--- src/rtl/pio_multi.sv ---
// pio_multi: multi-channel parallel I/O with a memory-mapped slave port.
// Provides 2-flop input synchronisers, optional per-bit debounce, edge capture with
// maskable level interrupt, and a registered output port with set/clear aliases.
// Optional feature macro: PIO_MULTI_DEBOUNCE_EN (builds per-bit debounce counters;
// when undefined the debounced value is the synchroniser output and DEBOUNCE_CYCLES
// is unused).
module pio_multi #(
   parameter int unsigned WIDTH           = 4,
   parameter int unsigned EDGE_TYPE       = 0,
   parameter int unsigned DEBOUNCE_CYCLES = 16,
   parameter logic [31:0] OUT_RESET       = 32'h0
) (
   input  logic             clk_clk,
   input  logic             reset_reset,
   input  logic [2:0]       s0_address,
   input  logic             s0_read,
   input  logic             s0_write,
   input  logic [31:0]      s0_writedata,
   output logic [31:0]      s0_readdata,
   output logic             s0_readdatavalid,
   output logic             s0_waitrequest,
   input  logic [WIDTH-1:0] in_port,
   output logic [WIDTH-1:0] out_port,
   output logic             irq
);

   localparam logic [2:0] AddrData   = 3'd0;
   localparam logic [2:0] AddrMask   = 3'd1;
   localparam logic [2:0] AddrCap    = 3'd2;
   localparam logic [2:0] AddrOutSet = 3'd3;
   localparam logic [2:0] AddrOutClr = 3'd4;
   localparam logic [2:0] AddrOutRb  = 3'd5;

   logic [WIDTH-1:0] s1_q, s2_q;
   logic [WIDTH-1:0] deb;
   logic [WIDTH-1:0] deb_dly_q;
   logic [WIDTH-1:0] out_q, out_d;
   logic [WIDTH-1:0] mask_q, mask_d;
   logic [WIDTH-1:0] cap_q, cap_d;
   logic [WIDTH-1:0] cap_clr;
   logic [WIDTH-1:0] edge_hit;
   logic [WIDTH-1:0] wdata_w;
   logic [31:0]      rdata_q, rdata_d;
   logic             rvalid_q;

   assign wdata_w = s0_writedata[WIDTH-1:0];

`ifdef PIO_MULTI_DEBOUNCE_EN
   localparam logic [15:0] CntLast = 16'(DEBOUNCE_CYCLES - 1);

   logic [15:0]      cnt_q [WIDTH];
   logic [WIDTH-1:0] deb_q;

   // Per-bit stability counter: adopt s2 only after DEBOUNCE_CYCLES straight disagreements.
   always_ff @(posedge clk_clk) begin
      if (reset_reset) begin
         deb_q <= '0;
         for (int i = 0; i < WIDTH; i++) begin
            cnt_q[i] <= '0;
         end
      end else begin
         for (int i = 0; i < WIDTH; i++) begin
            if (s2_q[i] != deb_q[i]) begin
               if (cnt_q[i] == CntLast) begin
                  deb_q[i] <= s2_q[i];
                  cnt_q[i] <= '0;
               end else begin
                  cnt_q[i] <= cnt_q[i] + 16'd1;
               end
            end else begin
               cnt_q[i] <= '0;
            end
         end
      end
   end

   assign deb = deb_q;
`else
   assign deb = s2_q;
`endif

   // Edge qualification of the debounced value against its one-cycle-old copy.
   always_comb begin
      edge_hit = '0;
      if (EDGE_TYPE == 0) begin
         edge_hit = deb & ~deb_dly_q;
      end else if (EDGE_TYPE == 1) begin
         edge_hit = ~deb & deb_dly_q;
      end else begin
         edge_hit = deb ^ deb_dly_q;
      end
   end

   // Register writes and read mux; reads see pre-write state, edge set beats W1C.
   always_comb begin
      out_d   = out_q;
      mask_d  = mask_q;
      cap_clr = '0;
      rdata_d = '0;
      if (s0_write) begin
         case (s0_address)
            AddrData:   out_d   = wdata_w;
            AddrMask:   mask_d  = wdata_w;
            AddrCap:    cap_clr = wdata_w;
            AddrOutSet: out_d   = out_q | wdata_w;
            AddrOutClr: out_d   = out_q & ~wdata_w;
            default:    ;
         endcase
      end
      cap_d = (cap_q & ~cap_clr) | edge_hit;
      if (s0_read) begin
         case (s0_address)
            AddrData:  rdata_d[WIDTH-1:0] = deb;
            AddrMask:  rdata_d[WIDTH-1:0] = mask_q;
            AddrCap:   rdata_d[WIDTH-1:0] = cap_q;
            AddrOutRb: rdata_d[WIDTH-1:0] = out_q;
            default:   rdata_d = '0;
         endcase
      end
   end

   // State registers: synchronisers, edge history, control registers, read response.
   always_ff @(posedge clk_clk) begin
      if (reset_reset) begin
         s1_q      <= '0;
         s2_q      <= '0;
         deb_dly_q <= '0;
         out_q     <= OUT_RESET[WIDTH-1:0];
         mask_q    <= '0;
         cap_q     <= '0;
         rdata_q   <= '0;
         rvalid_q  <= 1'b0;
      end else begin
         s1_q      <= in_port;
         s2_q      <= s1_q;
         deb_dly_q <= deb;
         out_q     <= out_d;
         mask_q    <= mask_d;
         cap_q     <= cap_d;
         rdata_q   <= rdata_d;
         rvalid_q  <= s0_read;
      end
   end

   assign s0_readdata      = rdata_q;
   assign s0_readdatavalid = rvalid_q;
   assign s0_waitrequest   = 1'b0;
   assign out_port         = out_q;
   // Pure function of flops, so no input-to-irq combinational path.
   assign irq              = |(cap_q & mask_q);

endmodule
--- config.mk ---
export PLATFORM = sky130hd
export DESIGN_NAME = pio_multi
export DESIGN_NICKNAME = d
export VERILOG_FILES = /design/src/rtl/pio_multi.sv
export SDC_FILE = /design/constraint.sdc
export NUM_CORES = 1
export LEC_CHECK = 0
export ABC_AREA = 0
export CAP_MARGIN = 10
export CORE_ASPECT_RATIO = 0.7
export CORE_MARGIN = 5
export CORE_UTILIZATION = 32
export CTS_CLUSTER_SIZE = 30
export DETAILED_ROUTE_END_ITERATION = 10
export PLACE_DENSITY = 0.74
export SETUP_SLACK_MARGIN = 0.2
export SLEW_MARGIN = 40
export SYNTH_ARGS = -nofsm -noshare
export SYNTH_HDL_FRONTEND = slang
export SYNTH_SLANG_ARGS = --single-unit
--- constraint.sdc ---
create_clock -name clk_clk -period 1.4 [get_ports clk_clk]
set_clock_uncertainty 0.15 [all_clocks]
set_input_delay 0.35 -clock clk_clk [delete_from_list [all_inputs] [get_ports clk_clk]]
set_output_delay 0.35 -clock clk_clk [all_outputs]
set_load 0.05 [all_outputs]
==> flow_summary_export.csv, run 1 <==
group,metric,value,unit
status,status,"finished with violations",
status,violations,"negative setup slack",
placement,dp_worst_setup_slack,-486,ps
cts,cts.clk_slew.worst_paths,60,ps
drt,vias,1045,
synthesis,synth_top_area_share,43.8,%
synthesis,seq_area_frac_synth,43.8,%
drt,wl_met1,1300,um
final_layout,layout_commonest_cell,"conb_1",
critical_path,critPathLaunchType,"register",
final_layout,fin_nets,224,
sta,setup_viol,1,
die,fp.dieH,63.8,um
final_layout,drive_gt1_share,36.5,%
die,die_width,86.9,um
sta,hold_viol,0,
die,dieArea,5550,um2
drt,wl_per_cell,13.0,um
synthesis,yosysWarnings,0,
flow_run,drv_cap,0,
critical_path,max_stage_delay,320,ps
cts,cts.sinks,29,
synthesis,synth_cells,136,
placement,dpl.hpwl,2440,um
critical_path,crit_slowest_cell,"dfxtp_2",
cts,cts_root_buffer,"clkbuf_8",
critical_path,r2r_start,"mask_q[3]",
critical_path,cp_cell_sequence,"a22oi_2, nand2_2, buf_12",
sta,worst_hold_slack,284,ps
grt,grt_overflow_total,0,
drt,topRoutingLayerUsed,"met4",
final_layout,insertedDiodeCount,0,
drt,ant_nets,0,
placement,place_congestion,0.826,
synthesis,ys_ff_latch,29,
sta,setup_ws,-155,ps
die,core,3970,um2
critical_path,cp-startpoint,"cap_q[0]",
drt,wl,3020,um
drt,drc,0,
critical_path,cp_max_fo,2,
final_layout,final_area,1880,um2
sta,period_minus_slack,1560,ps
final_layout,final_cell_mix,"conb_1 (29), buf_4 (17), dfxtp_1 (15)",
placement,placed_area,1700,um2
synthesis,syn_avg_cell_area,9.74,um2
cts,clk_path_buf_depth,2,
synthesis,netlist_area,1330,um2
sta,finalMaxSlewViolations,0,
final_layout,synthToLayoutAreaGrowth,41.5,%
critical_path,worstPathArrival,1060,ps
synthesis,netlist_top_cells_area,"dfxtp_1 (44%), buf_4 (18%), nor2b_1 (6.6%)",
synthesis,yosysUniqueCellTypes,23,
drt,viasPerCell,4.48,
placement,port_buffers,24,
drt,first_pass_iters,4,
grt,grt_use_total,11.4,%
critical_path,crit_type,"reg -> out",
drt,wl_met3,220,um
cts,hold_buffers,0,
grt,grt_pass1_wl,4690,um
die,initial_utilization,33.4,%
min_path,hp-class,"reg -> reg",
grt,grt_pass1_vias,964,
synthesis,yosysTopAreaCell,"dfxtp_1",
die,ios,82,
cts,cts_made_buffers,5,
grt,grt_max_degree,9,
cts,cts-htree-levels,2,
power,p_leak,0.788,nW
critical_path,required,900,ps
drt,drt_first_iter_violations,48,
sta,rsz0062_at_grt,"true",
grt,antenna_found_initial,0,
die,placementRows,19,
sta,fin_crit_sh,111,%
cts,insertion_delay,280,ps
sta,max_freq,0.643,GHz
power,power_density,1040,nW/um2
power,irDropWorstVdd,0.444,mV
critical_path,endpoint_kind,"output port",
cts,cts_tree,"done",
drt,wl_met2,1440,um
power,totalPowerFinal,1.95,mW
min_path,holdCritStartpoint,"s1_q[3]",
-- critical path, delay by kind of cell, from the launching register on --
kind | cells | cell delay (ps)
simple gates | 1 | 100
compound gates | 1 | 200
flops | 1 | 320
buf+inv | 1 | 150
-- worst paths after layout --
check                         to  slack, ps  cells past startpoint
setup reg to reg  s0_readdata[3]        260                      4
setup / recovery             irq       -160                      3
hold / removal            deb[3]        280                      1
hold reg to reg           deb[3]        280                      1
-- logic make-up after synthesis --
family / after synthesis / synth area share, %
flops: 29 / 43.8
compound gates: 23 / 13.4
xor+xnor: 1 / 0.661
simple gates: 34 / 15.2
other cells: 1 / 0.283
mux: 8 / 6.42
buf+inv: 40 / 20.2
-- cell usage after synthesis --
cell type	count
and4_4	1
mux2i_1	4
buf_2	1
o21ai_0	4
and3b_1	1
a32oi_1	4
nor3b_2	1
clkbuf_1	1
a21oi_1	4
conb_1	1
a22oi_1	2
buf_4	31
mux2_1	4
o211ai_1	1
inv_1	6
inv_2	1
a32o_1	8
and4bb_1	2
nor2b_1	14
nand2_1	10
dfxtp_1	29
xnor2_1	1
nor2_1	5
-- through the flow --
step                      TNS (ps)  instances  util [%]
after floorplan                  0        164         -
after detailed placement     -7840        221      42.9
after CTS                     -168        233      47.3
after global routing          -184        233      47.2
final                         -155        233      47.2
after global placement       -7500        221      42.9
-- per-layer routing --
metal | vias up | GRT usage, %
met5 | - | 0
met4 | 0 | 5.25
met3 | 7 | 5.39
met2 | 36 | 16.3
met1 | 500 | 14.3
li1 | 502 | -
-- state kept, by name, summed over array words and instances, names as in the netlist --
register / flops
cap_q: 4
deb: 4
deb_dly_q: 4
mask_q: 4
out_port: 4
s0_readdata: 4
s0_readdatavalid: 1
s1_q: 4
-- where the power goes --
group | total (mW) | internal (mW) | leakage (nW) | switching, mW
sequential | 0.873 | 0.853 | 0.245 | 0.0204
clock | 0.675 | 0.388 | 0.0443 | 0.286
combinational | 0.403 | 0.126 | 0.499 | 0.277
-- timing repair --
action / in CTS / in global routing
pin swaps: 6 / 2
setup buffers: 5 / 0
cloned: 0 / 0
setup endpoints to repair: 30 / 23
hold endpoints to repair: 0 / 0
gates resized for setup: 50 / 9
-- cell type report --
type                    instances  area, um2
fillers                       373       2090
multi-input cells              95        621
flip-flops and latches         29        608
repair buffers                 43        469
clock buffers                   7       86.3
well taps                      52       65.1
inverters                       7       26.3
No activity file was read; power rests on OpenSTA's default activity.
==> run 2, diff against run 1 <==
--- a/config.mk
+++ b/config.mk
@@ -9,10 +9,9 @@
 export CAP_MARGIN = 10
 export CORE_ASPECT_RATIO = 0.7
 export CORE_MARGIN = 5
-export CORE_UTILIZATION = 32
+export CORE_UTILIZATION = 26
 export CTS_CLUSTER_SIZE = 30
 export DETAILED_ROUTE_END_ITERATION = 10
-export PLACE_DENSITY = 0.74
 export SETUP_SLACK_MARGIN = 0.2
 export SLEW_MARGIN = 40
 export SYNTH_ARGS = -nofsm -noshare
==> flow_summary_export.csv, run 2 (synthesis results as in run 1) <==
group,metric,value,unit
sta,setup_ws,-171,ps
cts,insertion_delay,290,ps
cts,cts_root_buffer,"clkbuf_8",
final_layout,nFillCells,493,
power,power_density,1070,nW/um2
power,totalPowerFinal,2.04,mW
sta,hold_viol,0,
grt,grt_pass1_wl,4990,um
die,die_width,95.3,um
critical_path,crit_type,"reg -> out",
critical_path,rrSetupSlack,240,ps
final_layout,final_cells,251,
final_layout,fin_nets,224,
grt,grt_overflow_total,0,
final_layout,layout_commonest_cell,"conb_1",
drt,first_pass_iters,4,
critical_path,cp_max_fo,2,
critical_path,endpoint_kind,"output port",
final_layout,final_cell_mix,"conb_1 (29), dfxtp_1 (18), buf_4 (16)",
cts,cts.sinks,29,
die,ios,82,
placement,dpl.hpwl,2410,um
sta,setup_viol,1,
critical_path,required,900,ps
drt,viasPerCell,3.98,
power,p_leak,0.800,nW
drt,wl_per_cell,12.6,um
grt,grt_use_total,10.0,%
sta,worst_hold_slack,242,ps
sta,max_freq,0.637,GHz
drt,wl,3160,um
final_layout,drive_gt1_share,36.3,%
min_path,whs_path_depth,2,
cts,clk_path_buf_depth,2,
min_path,holdCritStartpoint,"s0_writedata[0]",
die,dieArea,6650,um2
cts,cts.clk_slew.worst_paths,70,ps
die,core,4860,um2
final_layout,insertedDiodeCount,0,
cts,cts-htree-levels,2,
grt,antenna_found_initial,0,
grt,grt_max_degree,10,
critical_path,r2r_start,"mask_q[3]",
placement,placed_cells,236,
cts,cts_tree,"done",
final_layout,synthToLayoutAreaGrowth,44.2,%
final_layout,post-route-util,39.3,%
min_path,hp-class,"in -> reg",
cts,hold_buffers,0,
drt,drt_first_iter_violations,57,
die,fp.dieH,69.7,um
power,irDropWorstVdd,0.303,mV
sta,fin_crit_sh,112,%
status,status,"finished with violations",
critical_path,ff2ff_path_depth,4,
sta,period_minus_slack,1570,ps
drt,ant_nets,0,
sta,finalMaxSlewViolations,0,
placement,port_buffers,24,
min_path,holdPathEnd,"out_port[0]",
status,violations,"negative setup slack",
placement,place_congestion,0.789,
flow_run,drv_cap,0,
critical_path,worstPathArrival,1070,ps
grt,grt_pass1_vias,950,
critical_path,r2r-end,"s0_readdata[3]",
die,placementRows,21,
sta,rsz0062_at_grt,"true",
die,initial_utilization,27.3,%
critical_path,critPathLaunchType,"register",
cts,cts_made_buffers,5,
drt,drc,0,
sta,tns,-171,ps
drt,vias,999,
## run 2: changes by cell type in the layout (fill, tap and decap cells not counted), moves of 2 or more
| cell | change |
|---|---|
| a21oi_1 | -2 |
| dfxtp_1 | +3 |
| a21oi_2 | +2 |
| dfxtp_2 | -3 |
| dlygate4sd2_1 | -3 |
## run 2: cell type report
type                       count  area (um2)  share of cell area (%)
tap                           69        86.3                    4.52
timing repair buffer          43         467                    24.4
inverter                       7        26.3                    1.38
sequential                    29         604                    31.6
clock buffer                   7        96.3                    5.04
multi-input combinational     95         626                    32.7
clock inverter                 1        5.00                   0.262
## run 2: through the flow
| step | worst slack [ps] | cell area [um2] |
|---|---|---|
| 6_report | -171 | 1910 |
| 4_1_cts | -192 | 1910 |
| 3_5_place_dp | -469 | 1710 |
| 3_3_place_gp | -424 | 1710 |
| 5_1_grt | -214 | 1910 |
| 2_1_floorplan | 77.9 | 1450 |
## run 2: repair_timing
action                                  4_1_cts  5_1_grt
endpoints found under the setup margin       26       22
pin swaps                                     6        2
gates cloned                                  1        0
gates resized for setup                      43        9
buffers inserted                              6        0
## run 2: how the worst max path moves through the flow
stage / cells after the start / startpoint / endpoint / slack, ps
floorplan: 5 / s0_address[1] / mask_q[0] / 80
global placement: 5 / s0_address[1] / s0_readdata[2] / -420
detailed placement: 5 / s0_address[1] / s0_readdata[2] / -470
CTS: 3 / cap_q[0] / irq / -190
global route: 3 / cap_q[0] / irq / -210
finish: 3 / cap_q[0] / irq / -170
## run 2: worst max-delay path, cell delays in order, from the launching register on
cell and delay [ps]:
dfxtp_2 330, a22oi_2 190, nand2_2 100, buf_12 150
## run 2: routing by layer
layer / GRT usage [%] / wire (um) / vias up
met2: 13.0 / 1320 / 39
met3: 5.10 / 311 / 2
met5: 0 / 0 / -
met1: 14.3 / 1500 / 460
li1: - / - / 498
met4: 2.40 / 25 / 0
## run 2: power by group
group | internal (mW) | leakage (nW) | switching (mW)
Sequential | 0.852 | 0.243 | 0.0203
Combinational | 0.125 | 0.503 | 0.278
Clock | 0.443 | 0.0542 | 0.323
